### src/rtl/tt_um_emern_video_pkg.sv
// Shared video timing package: VGA constants, width helper, FSM encoding.
// Latency: n/a (declarations only).
// Backpressure: n/a.
package tt_um_emern_video_pkg;

   // VGA 640x480@60 (25.175 MHz pixel clock)
   localparam int VGA_H_ACTIVE = 640;
   localparam int VGA_H_FP     = 16;
   localparam int VGA_H_SYNC   = 96;
   localparam int VGA_H_BP     = 48;
   localparam int VGA_V_ACTIVE = 480;
   localparam int VGA_V_FP     = 10;
   localparam int VGA_V_SYNC   = 2;
   localparam int VGA_V_BP     = 33;

   // raster generator state encoding
   localparam logic [0:0] ST_IDLE = 1'b0;
   localparam logic [0:0] ST_RUN  = 1'b1;

   // bits needed to hold 0..n-1, never less than one
   function automatic int clog2(input int n);
      int r;
      r = 0;
      while ((1 << r) < n) r = r + 1;
      return (r < 1) ? 1 : r;
   endfunction

endpackage

### src/rtl/tt_um_emern_axis_counter.sv
// One raster axis counter: counts 0..TOTAL-1 on inc, reloads INIT on load/rst.
// Latency: count updates one clock after inc; wrap is combinational from count/inc.
// Backpressure: none; advances whenever inc is high.
module tt_um_emern_axis_counter
   import tt_um_emern_video_pkg::*;
#(
   parameter int TOTAL = 16,
   parameter int INIT  = 0,
   parameter int W     = clog2(TOTAL)
) (
   input  logic         clk,
   input  logic         rst,
   input  logic         inc,
   input  logic         load,
   output logic [W-1:0] count,
   output logic         wrap
);

   localparam logic [W-1:0] LAST  = W'(TOTAL - 1);
   localparam logic [W-1:0] START = W'(INIT);

   // wrap marks the increment that takes the axis from its last value back to 0
   assign wrap = inc && (count == LAST);

   // hold at INIT while loaded, otherwise count and wrap
   always_ff @(posedge clk) begin
      if (rst || load) begin
         count <= START;
      end else if (wrap) begin
         count <= '0;
      end else if (inc) begin
         count <= count + 1'b1;
      end
   end

endmodule

### src/rtl/tt_um_emern_raster_timing.sv
// Raster timing generator: h/v counters, syncs, display-enable, look-ahead pixel coordinates.
// Latency: every output is registered, one clock behind the timing counter.
// Backpressure: none; free-running on the pixel clock, en only starts/stops at frame boundaries.
module tt_um_emern_raster_timing
   import tt_um_emern_video_pkg::*;
#(
   parameter int  H_ACTIVE  = VGA_H_ACTIVE,
   parameter int  H_FP      = VGA_H_FP,
   parameter int  H_SYNC    = VGA_H_SYNC,
   parameter int  H_BP      = VGA_H_BP,
   parameter int  V_ACTIVE  = VGA_V_ACTIVE,
   parameter int  V_FP      = VGA_V_FP,
   parameter int  V_SYNC    = VGA_V_SYNC,
   parameter int  V_BP      = VGA_V_BP,
   parameter bit  HSYNC_POL = 1'b0,
   parameter bit  VSYNC_POL = 1'b0,
   parameter int  LOOKAHEAD = 1,
   localparam int H_TOTAL   = H_ACTIVE + H_FP + H_SYNC + H_BP,
   localparam int V_TOTAL   = V_ACTIVE + V_FP + V_SYNC + V_BP,
   localparam int HW        = clog2(H_TOTAL),
   localparam int VW        = clog2(V_TOTAL)
) (
   input  logic          clk,
   input  logic          rst,
   input  logic          en,
   output logic          hsync,
   output logic          vsync,
   output logic          de,
   output logic [HW-1:0] pixel_col,
   output logic [VW-1:0] pixel_row,
   output logic          pixel_valid,
   output logic          line_start,
   output logic          frame_start,
   output logic [7:0]    frame_count
);

   // one extra bit so window edges equal to the total still compare correctly
   localparam int HX = HW + 1;
   localparam int VX = VW + 1;

   localparam logic [HX-1:0] H_ACT  = HX'(H_ACTIVE);
   localparam logic [HX-1:0] HS_BEG = HX'(H_ACTIVE + H_FP);
   localparam logic [HX-1:0] HS_END = HX'(H_ACTIVE + H_FP + H_SYNC);
   localparam logic [VX-1:0] V_ACT  = VX'(V_ACTIVE);
   localparam logic [VX-1:0] VS_BEG = VX'(V_ACTIVE + V_FP);
   localparam logic [VX-1:0] VS_END = VX'(V_ACTIVE + V_FP + V_SYNC);

   localparam logic [HW-1:0] COL_MAX = HW'(H_ACTIVE - 1);
   localparam logic [VW-1:0] ROW_MAX = VW'(V_ACTIVE - 1);

   logic [0:0]    state;
   logic          run;
   logic [HW-1:0] h, lh;
   logic [VW-1:0] v, lv;
   logic          h_wrap, v_wrap, lh_wrap, lv_wrap;
   logic          lead_wrap_unused;
   logic          active, hs, vs, lead_valid;

   assign run = (state == ST_RUN);

   // the lead counter tracks the frame on its own; its frame wrap has no consumer
   assign lead_wrap_unused = lv_wrap;

   // timing position: parked at (0,0) while idle
   tt_um_emern_axis_counter #(.TOTAL(H_TOTAL), .INIT(0), .W(HW)) u_h (
      .clk(clk), .rst(rst), .inc(run), .load(!run), .count(h), .wrap(h_wrap)
   );
   tt_um_emern_axis_counter #(.TOTAL(V_TOTAL), .INIT(0), .W(VW)) u_v (
      .clk(clk), .rst(rst), .inc(h_wrap), .load(!run), .count(v), .wrap(v_wrap)
   );

   // lead position: LOOKAHEAD clocks ahead of timing, same wrap rules
   tt_um_emern_axis_counter #(.TOTAL(H_TOTAL), .INIT(LOOKAHEAD), .W(HW)) u_lh (
      .clk(clk), .rst(rst), .inc(run), .load(!run), .count(lh), .wrap(lh_wrap)
   );
   tt_um_emern_axis_counter #(.TOTAL(V_TOTAL), .INIT(0), .W(VW)) u_lv (
      .clk(clk), .rst(rst), .inc(lh_wrap), .load(!run), .count(lv), .wrap(lv_wrap)
   );

   assign active     = ({1'b0, h} < H_ACT) && ({1'b0, v} < V_ACT);
   assign hs         = ({1'b0, h} >= HS_BEG) && ({1'b0, h} < HS_END);
   assign vs         = ({1'b0, v} >= VS_BEG) && ({1'b0, v} < VS_END);
   assign lead_valid = ({1'b0, lh} < H_ACT) && ({1'b0, lv} < V_ACT);

   // start as soon as en is seen; stop only on the last pixel of a frame with en low
   always_ff @(posedge clk) begin
      if (rst) begin
         state <= ST_IDLE;
      end else if (!run) begin
         state <= en ? ST_RUN : ST_IDLE;
      end else if (v_wrap && !en) begin
         state <= ST_IDLE;
      end
   end

   // output pins, decoded from the counter state of the previous clock
   always_ff @(posedge clk) begin
      if (rst) begin
         hsync       <= !HSYNC_POL;
         vsync       <= !VSYNC_POL;
         de          <= 1'b0;
         pixel_valid <= 1'b0;
         pixel_col   <= '0;
         pixel_row   <= '0;
         line_start  <= 1'b0;
         frame_start <= 1'b0;
         frame_count <= '0;
      end else if (run) begin
         hsync       <= hs ? HSYNC_POL : !HSYNC_POL;
         vsync       <= vs ? VSYNC_POL : !VSYNC_POL;
         de          <= active;
         pixel_valid <= lead_valid;
         // saturate outside the active area so the pixel core never indexes past the edge
         pixel_col   <= lead_valid ? lh : COL_MAX;
         pixel_row   <= lead_valid ? lv : ROW_MAX;
         line_start  <= (h == '0);
         frame_start <= (h == '0) && (v == '0);
         if (v_wrap) begin
            frame_count <= frame_count + 8'd1;
         end
      end else begin
         hsync       <= !HSYNC_POL;
         vsync       <= !VSYNC_POL;
         de          <= 1'b0;
         pixel_valid <= 1'b0;
         pixel_col   <= '0;
         pixel_row   <= '0;
         line_start  <= 1'b0;
         frame_start <= 1'b0;
      end
   end

endmodule

### config.mk
export PLATFORM = sky130hd
export DESIGN_NAME = tt_um_emern_raster_timing
export DESIGN_NICKNAME = d
export VERILOG_FILES = /design/src/rtl/tt_um_emern_video_pkg.sv /design/src/rtl/tt_um_emern_axis_counter.sv /design/src/rtl/tt_um_emern_raster_timing.sv
export SDC_FILE = /design/constraint.sdc
export NUM_CORES = 1
export LEC_CHECK = 0
export BUFFER_PORTS_ARGS = -buffer_cell sky130_fd_sc_hd__buf_2
export CORE_MARGIN = 3
export CORE_UTILIZATION = 35
export CTS_CLUSTER_DIAMETER = 30
export DETAILED_ROUTE_END_ITERATION = 7
export GPL_TIMING_DRIVEN = 0
export SYNTH_ARGS = -nofsm -noshare
export SYNTH_HDL_FRONTEND = slang
export SYNTH_SLANG_ARGS = --single-unit
### constraint.sdc
create_clock -name clk -period 2.16 [get_ports clk]
set_input_delay 0.432 -clock clk [delete_from_list [all_inputs] [get_ports clk]]
set_output_delay 0.432 -clock clk [all_outputs]
set_load 0.05 [all_outputs]
==> reports/results.txt, run 1 <==
Synth Area per Inst = 8.896 um^2
Most common cell in the synthesized netlist = dfxtp_1
Commonest cells in the netlist = 75 x dfxtp_1, 31 x nor2_1, 29 x a21oi_1, 23 x nand2_1, 17 x o21ai_0
Synthesized area = 3078 um^2
Drt wl/cell = 13.61 um
IO buf count = 36
Clock latency on the worst-skew pair = 350 ps
Crit share post-route = 0.9556
Synthesis Warnings = 0
Area Growth Syn to Fin = 21.63%
Clock sinks = 75
Fmax = 0.4845 GHz
Dpl ws = -227.3 ps
Final min period = 2064 ps
Core Util, Final = 0.4466
Min-delay src = en
Worst reg-to-reg path cell count = 5
Clock root buffer = clkbuf_8
Hpwl dp = 4627 um
Detail Route Antenna Nets = 0
CTS tree = done
Sequential area share after synthesis = 0.4878
Diode count = 0
Number of global-route vias before repair = 2,431
Register area = 1513 um^2
Reg-to-reg slack, setup = 100 ps
VDD IR max = 341.2 uV
LEAKAGE = 1.304 nW
GRT overflow = 0
Final setup vio count = 0
Post-synth EDFFs = 0
Initial Utilization = 0.3672
CP endpoint kind = flip-flop
Clock transition at path regs = 80 ps
Synth Flop Type = dfxtp_1
Die extent in y = 99.78 um
Die ar. = 9955 um^2
Vias per cell = 5.168
Final hold violation count = 0
Post-synthesis cell count = 346
Pwr dens = 709.5 nW/um^2
Global-route wire length before repair = 11,500 um
CP startpoint kind = flip-flop
Final WS setup = 96.00 ps
Post-synth ARST share = 0
Die Span X = 99.78 um
Reg-to-reg endpoint = frame_count[4]
CTS H-Tree Depth = 3
DR pass1 iterations = 4
Area contributors post-synth = dfxtp_1 49%, a21oi_1 4.7%, xnor2_1 4.3%, nor2_1 3.8%, ha_1 3.3%
Synth cell types = 32
DR DRC count = 0
Fillcell total = 829
Max FO, Critical Path = 5
#FFs+latches synth = 75
Net total in the final layout = 407
RR Startpoint = u_h.count[5]
Layout cell share with drive strength beyond 1 = 0.2195
Row count = 33
Via count = 2,615
CORE AREA = 8382 um^2
Bufs on Longest Clock Path = 2
WL final = 6887 um
Slew HR = 0.3647
Hold Path Depth = 3
Initial antenna violation count = 0
Area of the multi-input gates = 1538 um^2
GP Congestion = 0.8597
Initial DRC count = 129
Io pins = 37
WS Path Type = flip-flop to flip-flop
WP data required = 2440 ps
Largest area contributor in the netlist = dfxtp_1
WHS Endpoint = run
Syn_nets = 357
GRT Util Overall = 0.1428
Pin count of the biggest net entering global routing = 15
Clk_skew = 6.590 ps
# Max-Cap Violations = 0
Critical path data arrival time = 2350 ps
Max-slew violations = 0
Worst slew pin tran = 944.2 ps
Outcome = finished clean
Total CTS buffers = 9
Share of Yosys cell area claimed by the top area cell type = 0.4878
HP Class = input pin to flip-flop
## sequential cells by signal, summed over array words and instances, names as in the netlist
name and flops:
pixel_valid 1, frame_count 8, vsync 1, pixel_row 10
pixel_col 10, u_lv.count 10, frame_start 1, hsync 1
de 1, line_start 1, u_v.count 10, u_lh.count 10
u_h.count 10, run 1
## cell families after synthesis
family	synth area share
and+or+nand+nor	0.2504
DFF	0.4878
AOI/OAI and AO/OA	0.1325
buffers and inverters	0.04146
xor gates and xnor gates	0.05407
adders and majority gates	0.03252
other	0.001218
## metal layers
metal / up-vias / GRT usage / share of wire
met3: 9 / 0.03197 / 0.034
li1: 1328 / - / -
met4: 0 / 0.06408 / 0.015
met1: 1236 / 0.1904 / 0.49
met2: 42 / 0.2211 / 0.46
met5: - / 0 / 0
## report_power, final
group | internal [W] | switching, W
clock network | 0.000577 | 0.000566
logic | 0.0000300 | 0.0000745
registers | 0.00140 | 0.0000121
## critical path, cell delays in order, from the launching register on
cell and delay [ps]:
dfxtp_4 360, or3_4 400, or4_4 450, buf_2 170, or4_1 460, a21oi_1 150
## cell usage in the layout, fill, tap and decap left out, types with 3 or more instances in the layout
cell      instances
nand3_2           3
nand2b_1          3
inv_1            16
dfxtp_1          68
clkbuf_8         10
xnor2_1          15
nor4_1            7
o31ai_2           3
dfxtp_2           6
nor3_1           10
o21ai_0          17
a31o_2            3
or3_1            11
buf_4             3
xor2_1            4
nor2_1           31
nand2_1          22
and4_1            3
clkbuf_1         10
nand4_1          11
and3_1            7
or4_1            10
ha_1              6
a21oi_1          28
o21a_1           10
o31ai_1           6
buf_2            38
nand3_1           9
## how the worst max path moves through the flow
| stage | start | endpoint | slack, ps | cells after the start |
|---|---|---|---|---|
| after CTS | u_lh.count[0] | u_lv.count[4] | 0.4 | 6 |
| after detailed placement | run | u_lv.count[7] | -230 | 5 |
| after global placement | u_lh.count[0] | u_lv.count[4] | -180 | 6 |
| final | u_h.count[5] | frame_count[4] | 100 | 5 |
| after floorplan | u_h.count[5] | u_v.count[9] | 120 | 5 |
| after global routing | u_lh.count[0] | u_lv.count[5] | -0.2 | 6 |
## repair_timing
item,in CTS,in global routing
cloned,0,1
pin swaps,1,3
hold buffers,0,0
gates resized for setup,9,21
setup buffers,1,3
setup endpoints to repair,23,24
## metrics by stage
| stage | cell area [um^2] | instances | power (W) | TNS [ps] | hold slack (ps) |
|---|---|---|---|---|---|
| 2_1_floorplan | 3078 | 346 | 0.001506 | 0 | 424.8 |
| 3_3_place_gp | 3390 | 487 | 0.001535 | -2148 | 449.0 |
| 3_5_place_dp | 3390 | 487 | 0.001536 | -2823 | 463.3 |
| 4_1_cts | 3646 | 504 | 0.002684 | 0 | 305.2 |
| 5_1_grt | 3744 | 506 | 0.002755 | -0.2010 | 327.8 |
| 6_report | 3744 | 506 | 0.002656 | 0 | 305.7 |
## cell type report
type,instances,share of cell area
tap,105,0.03509
clock buffer,10,0.03676
timing repair buffer,41,0.06083
inverter,16,0.01604
sequential,75,0.4041
buffer,14,0.01705
clock inverter,6,0.01939
multi-input combinational,239,0.4108
Note: power is estimated with default switching activity, not from simulation.
==> inputs of run 2 (changes only) <==
SETUP_SLACK_MARGIN = 0.4   (was default)
==> run 2 against run 1 <==
Via count up 3.1%. Clock-buffer cell count is 1 lower. Worst setup slack improved by 53 ps. Power rose by 3.7%. Routed wire length rose by 5.3%. Clock skew increased by 2.3 ps. Combinational power increased by 15%. Die area unchanged. Critical path type unchanged. Largest cell class unchanged.
==> reports/results.txt, run 2 (synthesis results as in run 1) <==
Initial antenna violation count = 0
Die extent in y = 99.78 um
Clock sinks = 75
Area of the multi-input gates = 1685 um^2
Initial Utilization = 0.3672
Clock root buffer = clkbuf_8
WP data required = 2450 ps
Bufs on Longest Clock Path = 2
Final hold violation count = 0
HP Class = input pin to flip-flop
Via count = 2,697
Vias per cell = 5.207
Clock transition at path regs = 80 ps
RSZ-0062 raised after global routing = yes
WL final = 7255 um
GP Congestion = 0.8104
Drt wl/cell = 14.01 um
Fillcell total = 800
Max FO, Critical Path = 5
Hold WS = 311.8 ps
DR DRC count = 0
Critical path data arrival time = 2300 ps
DR pass1 iterations = 4
# Max-Cap Violations = 0
Register area = 1531 um^2
Diode count = 0
Die Span X = 99.78 um
Worst slew pin tran = 550.7 ps
Max-slew violations = 0
Most common cell after layout, fill and taps aside = dfxtp_1
CP endpoint kind = flip-flop
Initial DRC count = 145
Pin count of the biggest net entering global routing = 15
Setup TNS = 0 ps
CTS H-Tree Depth = 3
Die ar. = 9955 um^2
WS Path Type = flip-flop to flip-flop
Row count = 33
Io pins = 37
Final min period = 2011 ps
Hpwl dp = 4791 um
Global-route wire length before repair = 11,910 um
Pwr dens = 678.2 nW/um^2
GRT Util Overall = 0.1499
CTS tree = done
Detail Route Antenna Nets = 0
IO buf count = 36
Hold Buf Count CTS = 0
CORE AREA = 8382 um^2
Total CTS buffers = 9
Net total in the final layout = 419
Slew HR = 0.6329
CP startpoint kind = flip-flop
VDD IR max = 335.5 uV
Clk_skew = 8.865 ps
LEAKAGE = 1.438 nW
GRT overflow = 0
Final setup vio count = 0
Number of global-route vias before repair = 2,422
Layout cell share with drive strength beyond 1 = 0.3269
Outcome = finished clean
Clock latency on the worst-skew pair = 360 ps
Crit share post-route = 0.9308
Most frequent cells in the layout = 63 x dfxtp_1, 38 x buf_2, 29 x nor2_1
Area Growth Syn to Fin = 31.91%
Fmax = 0.4974 GHz
Reg-to-reg slack, setup = 150 ps
## run 2: cell types whose count changed in the layout (fill, tap and decap cells not counted), moves of 5 or more
cell,delta
a21oi_1,-8
clkbuf_1,-6
a21oi_2,+8
o21ai_1,+7
buf_6,+6
o21ai_0,-8
dfxtp_1,-5
buf_4,+7
dfxtp_4,+5
## run 2: layout make-up
| cell class | instances | share of cell area |
|---|---|---|
| Buffer | 16 | 0.02866 |
| Inverter | 16 | 0.01479 |
| Tap cell | 105 | 0.03236 |
| Sequential cell | 75 | 0.3772 |
| Multi-Input combinational cell | 239 | 0.4151 |
| Timing Repair Buffer | 51 | 0.07673 |
| Clock inverter | 7 | 0.02465 |
| Clock buffer | 9 | 0.03051 |
## run 2: report_power, final
group | internal [W] | total [W] | switching [W]
clock network | 0.000658 | 0.00123 | 0.000571
registers | 0.00139 | 0.00140 | 0.0000128
logic | 0.0000376 | 0.000120 | 0.0000822
## run 2: critical path: stages, from the launching register on
cell and delay, ps:
dfxtp_4 350, or3_4 380, or4_4 470, buf_6 160
or4b_4 480, a21oi_2 120
## run 2: what timing repair did
action / CTS / global route
resized for setup: 33 / 49
pin swaps: 16 / 5
gates cloned: 1 / 0
setup buffers: 13 / 1
setup endpoints to repair: 35 / 52
## run 2: final timing paths
| kind | from | endpoint | cells after the start |
|---|---|---|---|
| worst max register to register | u_h.count[7] | u_v.count[8] | 5 |
| worst min register to register | u_v.count[3] | vsync | 1 |
| worst min-delay path | en | run | 3 |
| worst max-delay path | u_h.count[7] | u_v.count[8] | 5 |
## run 2: stage by stage
stage | power [W] | util | cell area (um^2) | worst slack (ps) | cells
6_report | 0.002754 | 0.4844 | 4060 | 149.4 | 518
2_1_floorplan | 0.001512 | - | 3159 | 258.7 | 346
4_1_cts | 0.002767 | 0.4671 | 3915 | 152.0 | 517
3_3_place_gp | 0.001542 | 0.4141 | 3471 | 36.47 | 487
3_5_place_dp | 0.001544 | 0.4141 | 3471 | 31.91 | 487
5_1_grt | 0.002854 | 0.4844 | 4060 | 113.1 | 518
## run 2: metal layers
metal  share of wire  wire, um  track usage  vias to the layer above
li1                -         -            -                     1361
met1            0.50      3655       0.2134                     1275
met2            0.44      3184       0.2191                       51
met3           0.041       300      0.04100                       10
met4           0.016       114      0.05042                        0
met5               0         0            0                        -
==> inputs of run 3 (changes only) <==
ABC_AREA = 1   (was default)
==> run 3 against run 2 <==
Via count increased by 16%. Non-clock buffer count decreased by 22. Highest routed layer unchanged. Global-route usage decreased by 0.93 points. Largest cell class unchanged. Flip-flop and latch count unchanged. Worst setup slack improved by 430 ps. Sequential power about the same. Maximum frequency increased by 27%. Final cell count increased by 31%.
==> reports/results.txt, run 3 <==
Fin area = 4074 um^2
Synthesized area = 3455 um^2
Most frequent cells in the layout = 121 x nand2_1, 76 x nor2_1, 72 x inv_1, 72 x dfxtp_1, 38 x buf_2
Bufs on Longest Clock Path = 2
Initial Utilization = 0.3669
Synthesis Warnings = 0
GRT overflow = 0
Syn_nets = 507
Area Growth Syn to Fin = 17.93%
Power share of the clock group = 0.464
Reg-to-reg slack, setup = 580 ps
Io pins = 37
WL final = 7469 um
Multiplexer share of the synthesized area = 0
Pin count of the biggest net entering global routing = 15
CORE AREA = 9415 um^2
Pwr dens = 697.1 nW/um^2
Most common cell in the synthesized netlist = nand2_1
CP startpoint kind = flip-flop
Post-synthesis cell count = 496
Switching share of power = 0.2243
Final Non-Filler Cells = 677
IO buf count = 36
Critical path data arrival time = 1780 ps
Crit path cell chain = nand2_1 -> inv_1 -> buf_6 -> buf_2 -> nand4_1
Final WS setup = 578.0 ps
Fmax = 0.6321 GHz
XOR/XNOR Fraction of Synth Area = 0.03803
Total CTS buffers = 9
Die Span X = 105.4 um
Net total in the final layout = 554
Max FO, Critical Path = 10
LEAKAGE = 1.837 nW
Detail Route Antenna Nets = 0
Via count = 3,137
#FFs+latches synth = 75
VDD IR max = 350.0 uV
Crit path max-delay cell type = dfxtp_1
DP Area = 3796 um^2
CTS resizes = 1
Diode count = 0
Layout cell share with drive strength beyond 1 = 0.1350
CTS H-Tree Depth = 3
Row count = 35
Outcome = finished clean
Initial DRC count = 196
Synth Flop Type = dfxtp_1
Compound-Gate Fraction of Synth Area = 0.08330
RSZ-0062 raised after global routing = no
HP Class = input pin to flip-flop
Post-synth ARST share = 0
Hold Buf Count CTS = 0
# Max-Cap Violations = 0
GP Congestion = 0.8598
Synth cell types = 26
Clk_skew = 10.78 ps
GRT Util Overall = 0.1407
Clock transition at path regs = 80 ps
Crit share post-route = 0.7324
Final min period = 1582 ps
P_int = 0.002203 W
Clock root buffer = clkbuf_8
Global-route wire length before repair = 13,050 um
Die ar. = 11,100 um^2
Post-Synth Simple-Gate Area = 0.3158
Core Util, Final = 0.4327
Final hold violation count = 0
Commonest cells in the netlist = 122 x nand2_1, 77 x nor2_1, 75 x dfxtp_1, 72 x inv_1, 30 x a21oi_1
Sequential area share after synthesis = 0.4346
Drt wl/cell = 11.03 um
Dpl cells = 661
Setup TNS = 0 ps
DR pass1 iterations = 4
Number of global-route vias before repair = 2,922
Hpwl dp = 5584 um
WP data required = 2360 ps
Sequential Power Share = 0.494
Vias per cell = 4.634
DR DRC count = 0
CTS tree = done
Initial antenna violation count = 0
CP peak stage delay = 410 ps
Fillcell total = 974
Die extent in y = 105.4 um
Max-slew violations = 0
Most common cell after layout, fill and taps aside = nand2_1
Largest family of logic cells by synthesized area = simple AND/OR/NAND/NOR gates
Clock latency on the worst-skew pair = 350 ps
Largest area contributor in the netlist = dfxtp_1
P_sw = 0.0006371 W
Final setup vio count = 0
Clock sinks = 75
Combinational share of power = 0.042
WS Path Type = flip-flop to flip-flop
Synth Area per Inst = 6.965 um^2
Adder-Cell Fraction of Synth Area = 0.02898
Setup bufs post-CTS = 0
CP endpoint kind = flip-flop
Area contributors post-synth = dfxtp_1 43%, nand2_1 13%, nor2_1 8.4%, inv_1 7.8%, a21oi_1 4.3%
Share of Yosys cell area claimed by the top area cell type = 0.4346
Post-synth EDFFs = 0
Dpl ws = 306.4 ps
run 3: changes by cell type after synthesis, sizes merged, moves of 7 or more:
cell,before,now
nand2,23,123
inv,16,73
nor2,31,80
nand3,12,29
clkbuf,15,1
or3,13,0
or4,12,0
xnor2,15,3
o21a,10,0
o31ai,9,0
o21ai,18,26
xor2,4,12
and3,7,0
buf,1,8
run 3: per-stage QoR:
| stage | total power (W) | hold slack [ps] |
|---|---|---|
| 3_3_place_gp | 0.001554 | 463.8 |
| 2_1_floorplan | 0.001520 | 441.3 |
| 3_5_place_dp | 0.001554 | 467.3 |
| 6_report | 0.002840 | 309.0 |
| 5_1_grt | 0.002938 | 317.4 |
| 4_1_cts | 0.002877 | 302.4 |
run 3: per-layer routing:
metal | global-route usage | share of wire | up-vias
li1 | - | - | 1646
met1 | 0.1842 | 0.48 | 1414
met2 | 0.2286 | 0.45 | 69
met3 | 0.03368 | 0.051 | 8
met4 | 0.04405 | 0.010 | 0
met5 | 0 | 0 | -
run 3: power by group through the flow:
stage	Sequential, W	Combinational (W)	Clock (W)
final	0.00140	0.000118	0.00132
after global routing	0.00141	0.000132	0.00140
after CTS	0.00140	0.000119	0.00135
after detailed placement	0.00144	0.000118	0
after global placement	0.00144	0.000117	0
after floorplan	0.00146	0.0000582	0
run 3: kinds of logic (layout without fill, tap and decap cells):
group,Yosys count,in the layout
AO/OA/AOI/OAI,57,57
XOR/XNOR,15,15
adder cells (fa/ha/maj),8,8
buffers and inverters,82,134
flip-flops,75,75
other,1,1
AND/OR/NAND/NOR,258,258
run 3: worst paths after layout:
| kind | start | endpoint | cells past startpoint |
|---|---|---|---|
| setup / recovery | run | vsync | 5 |
| hold / removal | en | run | 3 |
| setup reg to reg | run | vsync | 5 |
| hold reg to reg | u_h.count[0] | u_h.count[0] | 1 |
run 3: worst max-delay path, delay by kind of cell, from the launching register on:
kind	cells	cell delay [ps]
DFF	1	410
and+or+nand+nor	2	410
buffers and inverters	3	630
run 3: area by class of cell:
type,count,area (um^2),area share
Inverter,73,274.0,0.06726
Buffer,9,67.56,0.01658
Sequential cell,75,1505,0.3695
Clock inverter,7,123.9,0.03041
Timing Repair Buffer,36,180.2,0.04423
Clock buffer,9,123.9,0.03041
Tap cell,129,161.4,0.03962
Multi-Input combinational cell,339,1638,0.4020
